===== src/rtl/fpu_opnd_unpack.sv =====
// Operand unpack ahead of the FPU exponent path: gathers 1-2 operands of 1-2 words,
// extracts sign/biased exponent, classifies, and holds results while cyc0_rdy is high.
module fpu_opnd_unpack (
  input  logic        clk,
  input  logic        reset_l,
  input  logic        fpuhold,
  input  logic        op_valid,
  input  logic [31:0] op_data,
  input  logic        op_dprec,
  input  logic        op_two,
  output logic        op_ready,
  input  logic        op_start,
  output logic        cyc0_rdy,
  output logic [10:0] aexpin,
  output logic [10:0] bexpin,
  output logic        asign,
  output logic        bsign,
  output logic        azero,
  output logic        adnrm,
  output logic        ainf,
  output logic        anan,
  output logic        bzero,
  output logic        bdnrm,
  output logic        binf,
  output logic        bnan,
  output logic        dprec
);

  typedef enum logic [2:0] {A_HI, A_LO, B_HI, B_LO, RDY} state_t;

  state_t      state_q, state_d;
  logic        dp_lat_q, two_lat_q;
  logic [10:0] exp_hi_q;
  logic        sign_hi_q, fnz_hi_q;
  logic [10:0] aexp_q, bexp_q;
  logic        asign_q, bsign_q, dprec_q;
  logic [3:0]  aflg_q, bflg_q;  // {zero, dnrm, inf, nan}

  logic        accept, is_hi, cur_dp, cur_two;
  logic [10:0] hi_exp, cmp_exp;
  logic        hi_fnz, hi_e0, hi_e1, cmp_fnz, cmp_e0, cmp_e1, cmp_sign;
  logic        done_a, done_b;
  logic [3:0]  cmp_flg;

  assign op_ready = ~fpuhold & (state_q != RDY);
  assign accept   = op_valid & op_ready;
  assign is_hi    = (state_q == A_HI) | (state_q == B_HI);
  // Precision/count are live on the A_HI accept, latched afterwards.
  assign cur_dp   = (state_q == A_HI) ? op_dprec : dp_lat_q;
  assign cur_two  = (state_q == A_HI) ? op_two   : two_lat_q;

  assign hi_exp = cur_dp ? op_data[30:20] : {op_data[30:23], 3'b000};
  assign hi_fnz = cur_dp ? |op_data[19:0] : |op_data[22:0];
  assign hi_e0  = cur_dp ? ~|op_data[30:20] : ~|op_data[30:23];
  assign hi_e1  = cur_dp ? &op_data[30:20]  : &op_data[30:23];

  // Low words only occur for doubles, so the held exponent is the full 11-bit field.
  assign cmp_exp  = is_hi ? hi_exp      : exp_hi_q;
  assign cmp_sign = is_hi ? op_data[31] : sign_hi_q;
  assign cmp_fnz  = is_hi ? hi_fnz      : (fnz_hi_q | (|op_data));
  assign cmp_e0   = is_hi ? hi_e0       : ~|exp_hi_q;
  assign cmp_e1   = is_hi ? hi_e1       : &exp_hi_q;
  assign cmp_flg  = {cmp_e0 & ~cmp_fnz, cmp_e0 & cmp_fnz, cmp_e1 & ~cmp_fnz, cmp_e1 & cmp_fnz};

  assign done_a = accept & (((state_q == A_HI) & ~cur_dp) | (state_q == A_LO));
  assign done_b = accept & (((state_q == B_HI) & ~cur_dp) | (state_q == B_LO));

  always_comb begin
    state_d = state_q;
    case (state_q)
      A_HI: if (accept) state_d = op_dprec ? A_LO : (op_two ? B_HI : RDY);
      A_LO: if (accept) state_d = two_lat_q ? B_HI : RDY;
      B_HI: if (accept) state_d = dp_lat_q ? B_LO : RDY;
      B_LO: if (accept) state_d = RDY;
      RDY:  if (op_start & ~fpuhold) state_d = A_HI;
      default: state_d = A_HI;
    endcase
  end

  always_ff @(posedge clk) begin
    if (!reset_l) begin
      state_q   <= A_HI;
      dp_lat_q  <= 1'b0;
      two_lat_q <= 1'b0;
      exp_hi_q  <= '0;
      sign_hi_q <= 1'b0;
      fnz_hi_q  <= 1'b0;
      aexp_q    <= '0;
      bexp_q    <= '0;
      asign_q   <= 1'b0;
      bsign_q   <= 1'b0;
      aflg_q    <= '0;
      bflg_q    <= '0;
      dprec_q   <= 1'b0;
    end else begin
      state_q <= state_d;
      if (accept && state_q == A_HI) begin
        dp_lat_q  <= op_dprec;
        two_lat_q <= op_two;
      end
      if (accept && is_hi) begin
        exp_hi_q  <= hi_exp;
        sign_hi_q <= op_data[31];
        fnz_hi_q  <= hi_fnz;
      end
      if (done_a) begin
        aexp_q  <= cmp_exp;
        asign_q <= cmp_sign;
        aflg_q  <= cmp_flg;
        dprec_q <= cur_dp;
        if (!cur_two) begin
          bexp_q  <= '0;
          bsign_q <= 1'b0;
          bflg_q  <= '0;
        end
      end
      if (done_b) begin
        bexp_q  <= cmp_exp;
        bsign_q <= cmp_sign;
        bflg_q  <= cmp_flg;
      end
    end
  end

  assign cyc0_rdy = (state_q == RDY);
  assign aexpin   = aexp_q;
  assign bexpin   = bexp_q;
  assign asign    = asign_q;
  assign bsign    = bsign_q;
  assign {azero, adnrm, ainf, anan} = aflg_q;
  assign {bzero, bdnrm, binf, bnan} = bflg_q;
  assign dprec    = dprec_q;

endmodule


===== config.mk =====
export PLATFORM = sky130hd
export DESIGN_NAME = fpu_opnd_unpack
export DESIGN_NICKNAME = d
export VERILOG_FILES = /design/src/rtl/fpu_opnd_unpack.sv
export SDC_FILE = /design/constraint.sdc
export NUM_CORES = 1
export LEC_CHECK = 0
export CELL_PAD_IN_SITES_DETAIL_PLACEMENT = 0
export CELL_PAD_IN_SITES_GLOBAL_PLACEMENT = 1
export CORE_MARGIN = 2
export CORE_UTILIZATION = 34
export DETAILED_ROUTE_END_ITERATION = 16
export PLACE_DENSITY = 0.78
export REMOVE_ABC_BUFFERS = 1
export SLEW_MARGIN = 20
export SYNTH_ARGS = -nofsm -noshare
export SYNTH_HDL_FRONTEND = slang
export SYNTH_SLANG_ARGS = --single-unit

===== constraint.sdc =====
create_clock -name clk -period 2 [get_ports clk]
set_clock_uncertainty 0.05 [all_clocks]
set_input_delay 0.2 -clock clk [delete_from_list [all_inputs] [get_ports clk]]
set_output_delay 0.2 -clock clk [all_outputs]
set_load 0.02 [all_outputs]

==> flow_summary.yaml, run 1 <==
timing:
  tightest_slew_ns: 0.584
  period_needed_ns: 1.86
  holdWs_ns: 0.406
  fin_tns_setup_ns: 0
  clock.fmax_mhz: 537
  slew_violations: 0
  max-slew-margin-rel: 0.607
  setup_viol: 0
  min_period_over_period: 0.931
  finalHoldViolations: 0
  rsz0062_at_grt: "no"
power_and_ir_drop:
  ir_worst_vdd_v: 0.000365
  p_total_mw: 2.17
  p_per_area_mw_per_mm2: 630
  power.leakage_nw: 1.21
clock_network:
  clk_pin_slew_ns: 0.09
  cts_buffer_depth: 2
  post_cts_buffers: 0
  cts-hold-fix-buffers: 0
  cts-root-buf: "clkbuf_8"
  clock-sinks: 51
  htreeDepth: 2
  insertion_delay_ns: 0.30
  cts-buffers-inserted: 5
  cts_tree: "done"
global_route:
  grt-busiest-layer: "met2"
  met2_usage: 0.281
  grt_usage: 0.171
  overflow: 0
  met1_usage: 0.229
  grt_pass1_wl_um: 10300
  grt_antenna_before_repair: 0
  grt_pass1_vias: 2165
  use_met3: 0.0417
  grt_max_degree: 40
worst_setup_path:
  required_ns: 1.75
  worstPathCellList: "inv_2 -> and3_1 -> clkdlybuf4s50_1"
  r2r_slack_ns: 0.15
  cp-start-kind: "flip-flop"
  reg2reg_from: "state_q[2]"
  r2r_end: "bexpin[7]"
  path_max_fanout: 8
  cp_top_family: "buffers and inverters"
  worstSetupPathType: "flip-flop to output pin"
  slowest_stage: "clkdlybuf4s50_1"
  worstPathArrival_ns: 1.61
  end_kind: "output pin"
  path_buf_inv: 2
  cpPeakStageDelay_ns: 0.61
  reg2regPathDepth: 5
placed_design:
  port_buffers: 73
  post_dp_cell_area_sq_mm: 0.00334
  place_hpwl_um: 4870
  gp_congestion: 0.828
layout:
  final_layout_size_suffix_gt1_frac: 0.163
  final_area_sq_mm: 0.00345
  area.growth.synth_to_final_pct: 46.3
  n_antenna_cell: 0
  num-fill-cells: 638
  nets: 401
yosys:
  synthTopCellsByCount: "dfxtp_1, nand2_1, nor2_1, a21oi_1, mux2i_1"
  seq_area_frac_synth: 0.434
  synth_edf_count: 0
  synth_area_sq_mm: 0.00235
  yosys.area.top_type: "dfxtp_1"
  synthArstFlopShare: 0
  synth_top_area_share: 0.434
  netlist_instances: 267
  synth_area_per_cell_sq_um: 8.82
  synth_ff_type: "dfxtp_1"
  ys_types: 42
  synth_warnings: 0
  synthTopCellsByArea: "dfxtp_1, nand2_1, mux2i_1"
  synth_most_common_cell: "dfxtp_1"
  ys_ff_latch: 51
worst_hold_path:
  hold_depth: 2
  hp-class: "flip-flop to flip-flop"
  hold_path_end: "sign_hi_q"
  worstHoldStart: "sign_hi_q"
route:
  wl_per_cell_um: 14.5
  drt_first_iter_violations: 123
  drt_first_pass_iters: 4
  antenna_left: 0
  drc: 0
  via_per_inst: 5.12
  routed_wl_um: 6420
  vias: 2261
status:
  status: "finished clean"
floorplan:
  start_util: 0.349
  die_h_um: 87.2
  dieArea_sq_mm: 0.00761
  coreArea_sq_mm: 0.00676
  ios: 74
  rows: 30
  die-width_um: 87.2
run:
  drv_cap: 0
cells by family after synthesis:
family                 share of synthesized area
AOI/OAI and AO/OA                          0.213
DFF                                        0.434
buffers and inverters                     0.0489
and+or+nand+nor                            0.211
muxes                                     0.0941
metal layers:
metal,vias up,part of all wire
li1,1144,-
met1,1046,0.48
met2,65,0.45
met3,6,0.061
met4,0,0.0089
met5,-,0
worst register-to-register path: cells and delay by family (launching register included):
| family | cells | cell delay, ns |
|---|---|---|
| compound gates | 2 | 0.68 |
| simple gates | 2 | 0.49 |
| mux | 1 | 0.19 |
| flops | 1 | 0.38 |
placed cells by master (no fill, tap or decap), types with 3 or more instances in the layout:
cell type        synthesis  layout
nand2b_1                 6       6
a2111oi_4                3       3
a21oi_1                 22      22
clkdlybuf4s50_1          0      72
mux2_2                   9       9
nor3_1                   5       5
clkbuf_8                 0       5
dfxtp_1                 51      49
nand3_1                 11      11
nand4_1                  5       5
o21ai_0                 10      10
a22oi_1                  9       9
nor2_1                  31      31
inv_1                    4       3
a31oi_1                  3       3
buf_4                    1      31
nand2_1                 35      35
nor4_1                  10      10
mux2i_1                 12      12
power by group:
group / internal (mW) / leakage [nW] / switching [mW]
clock: 0.367 / 0.0513 / 0.331
sequential: 1.05 / 0.414 / 0.0249
combinational: 0.208 / 0.745 / 0.193
area by class of cell:
| type | instances | area [sq um] | share of cell area |
|---|---|---|---|
| Clock buffer | 6 | 72.6 | 0.0211 |
| Inverter | 5 | 18.8 | 0.00545 |
| Multi-Input combinational cell | 194 | 1220 | 0.354 |
| Clock inverter | 1 | 30.0 | 0.00871 |
| Tap cell | 80 | 100 | 0.0290 |
| Sequential cell | 51 | 1020 | 0.297 |
| Timing Repair Buffer | 105 | 982 | 0.285 |
stage by stage:
| step | cells | setup slack, ns | utilization |
|---|---|---|---|
| 3_3_place_gp | 435 | -0.105 | 0.495 |
| 3_5_place_dp | 435 | -0.0974 | 0.495 |
| 5_1_grt | 442 | 0.00933 | 0.510 |
| 4_1_cts | 442 | 0.0464 | 0.510 |
| 2_1_floorplan | 250 | -0.374 | - |
| 6_report | 442 | 0.137 | 0.510 |
state kept, by name, indices dropped and copies added (netlist names):
signal,cells
aexpin,11
aflg_q,4
asign,1
bexpin,11
bflg_q,4
bsign,1
dp_lat_q,1
dprec,1
exp_hi_q,11
fnz_hi_q,1
sign_hi_q,1
state_q,3
two_lat_q,1
how the worst max path moves through the flow:
stage / start / endpoint / depth (start not counted)
2_1_floorplan: state_q[0] / bexpin[10] / 5
3_3_place_gp: op_data[20] / bflg_q[1] / 6
3_5_place_dp: fpuhold / bexpin[7] / 7
4_1_cts: state_q[0] / cyc0_rdy / 3
5_1_grt: state_q[2] / bexpin[7] / 5
6_report: state_q[0] / cyc0_rdy / 3
repair_timing:
item / 4_1_cts / 5_1_grt
pin swaps: 0 / 1
endpoints found under the hold margin: 0 / 0
resized for setup: 3 / 1
endpoints found under the setup margin: 1 / 2
Note: power is estimated with default switching activity, not from simulation.
==> inputs of run 2 (changes only) <==
SKIP_CTS_REPAIR_TIMING = 1   (was unset)
==> run 2 against run 1 <==
Compared with the run above: first-iteration DRC count increased by 1.6%; hold slack about the same; wire length increased by 0.23%; highest routed layer unchanged; count of clock-buffer cells in the layout unchanged; via count increased by 0.27%; critical path depth unchanged; setup slack about the same; clock power about the same; largest cell class unchanged; final cell count unchanged; die area unchanged; combinational power about the same; register-to-register slack about the same.
==> flow_summary.yaml, run 2 (same netlist as run 1, synthesis figures left out) <==
timing:
  max-slew-margin-rel: 0.607
  min_period_over_period: 0.932
  setup_viol: 0
  fin_ws_ns: 0.137
  period_needed_ns: 1.86
  fin_tns_setup_ns: 0
  finalHoldViolations: 0
  rsz0062_at_grt: "no"
  slew_violations: 0
  tightest_slew_ns: 0.584
  clock.fmax_mhz: 537
  holdWs_ns: 0.406
clock_network:
  cts-buffers-inserted: 5
  cts-root-buf: "clkbuf_8"
  clk_pin_slew_ns: 0.09
  cts_tree: "done"
  htreeDepth: 2
  cts_buffer_depth: 2
  insertion_delay_ns: 0.31
  clock-sinks: 51
power_and_ir_drop:
  p_total_mw: 2.17
  ir_worst_vdd_v: 0.000365
  clkPwrFrac: 0.322
  power.leakage_nw: 1.22
  p_per_area_mw_per_mm2: 630
  p_int_mw: 1.62
  pwr-share-comb: 0.185
  seqPwrFrac: 0.493
  netSwitchingPower_uw: 550
  switching_share: 0.253
worst_setup_path:
  end_kind: "output pin"
  r2r_end: "bexpin[7]"
  required_ns: 1.75
  cp-start-kind: "flip-flop"
  worstSetupPathType: "flip-flop to output pin"
  worstPathArrival_ns: 1.61
  crit_end: "cyc0_rdy"
  reg2reg_from: "state_q[2]"
  r2r_slack_ns: 0.14
  path_max_fanout: 8
  cp-startpoint: "state_q[0]"
  reg2regPathDepth: 5
global_route:
  grt_usage: 0.171
  grt_antenna_before_repair: 0
  overflow: 0
  grt_max_degree: 40
  grt_pass1_vias: 2165
  grt_pass1_wl_um: 10300
floorplan:
  ios: 74
  rows: 30
  coreArea_sq_mm: 0.00676
  die-width_um: 87.2
  start_util: 0.349
  die_h_um: 87.2
  dieArea_sq_mm: 0.00761
status:
  status: "finished clean"
layout:
  multi_input_area_sq_mm: 0.00122
  layout_commonest_cell: "clkdlybuf4s50_1"
  final_layout_size_suffix_gt1_frac: 0.163
  ff_latch_area_sq_mm: 0.00102
  final_util: 0.511
  final_area_sq_mm: 0.00345
  stdcell_count: 442
  final_cell_mix: "clkdlybuf4s50_1, dfxtp_1, nand2_1"
  n_antenna_cell: 0
  nets: 401
  num-fill-cells: 640
  area.growth.synth_to_final_pct: 46.5
worst_hold_path:
  hp-class: "flip-flop to flip-flop"
placed_design:
  place_ws_ns: -0.0974
  port_buffers: 73
  place_hpwl_um: 4870
  post_dp_cell_area_sq_mm: 0.00334
  gp_congestion: 0.828
  placed_cells: 435
route:
  drc: 0
  vias: 2267
  wl_per_cell_um: 14.6
  drt_first_pass_iters: 4
  routed_wl_um: 6440
  drt_first_iter_violations: 125
  via_per_inst: 5.13
  antenna_left: 0
run:
  drv_cap: 0
[run 2: power by group through the flow]
stage	clock, mW	sequential [mW]	combinational, mW
finish	0.699	1.07	0.403
global route	0.751	1.08	0.435
CTS	0.721	1.07	0.405
detailed placement	0	1.09	0.403
global placement	0	1.09	0.400
floorplan	0	1.11	0.167
[run 2: how the worst min path moves through the flow]
| stage | start | endpoint | slack, ns | cells after the start |
|---|---|---|---|---|
| final | sign_hi_q | sign_hi_q | 0.41 | 2 |
| after global routing | sign_hi_q | sign_hi_q | 0.43 | 2 |
| after CTS | sign_hi_q | sign_hi_q | 0.41 | 2 |
| after detailed placement | sign_hi_q | sign_hi_q | 0.40 | 2 |
| after global placement | bexpin[0] | bexpin[0] | 0.39 | 2 |
| after floorplan | op_data[31] | sign_hi_q | 0.29 | 2 |
[run 2: routing by layer]
metal	global-route usage	routed length, um	vias to the layer above
met2	0.281	2910	65
li1	-	-	1143
met1	0.229	3080	1053
met5	0	0	-
met4	0.0378	57	0
met3	0.0417	393	6
[run 2: critical path: stages (launching register included)]
cell and delay (ns):
dfxtp_2 0.37, inv_2 0.13, and3_1 0.21, clkdlybuf4s50_1 0.61
[run 2: cell type report]
class	instances	share of cell area
inverter	5	0.00544
tap	80	0.0290
clock buffer	6	0.0210
sequential	51	0.297
timing repair buffer	105	0.286
clock inverter	1	0.00871
multi-input combinational	194	0.353
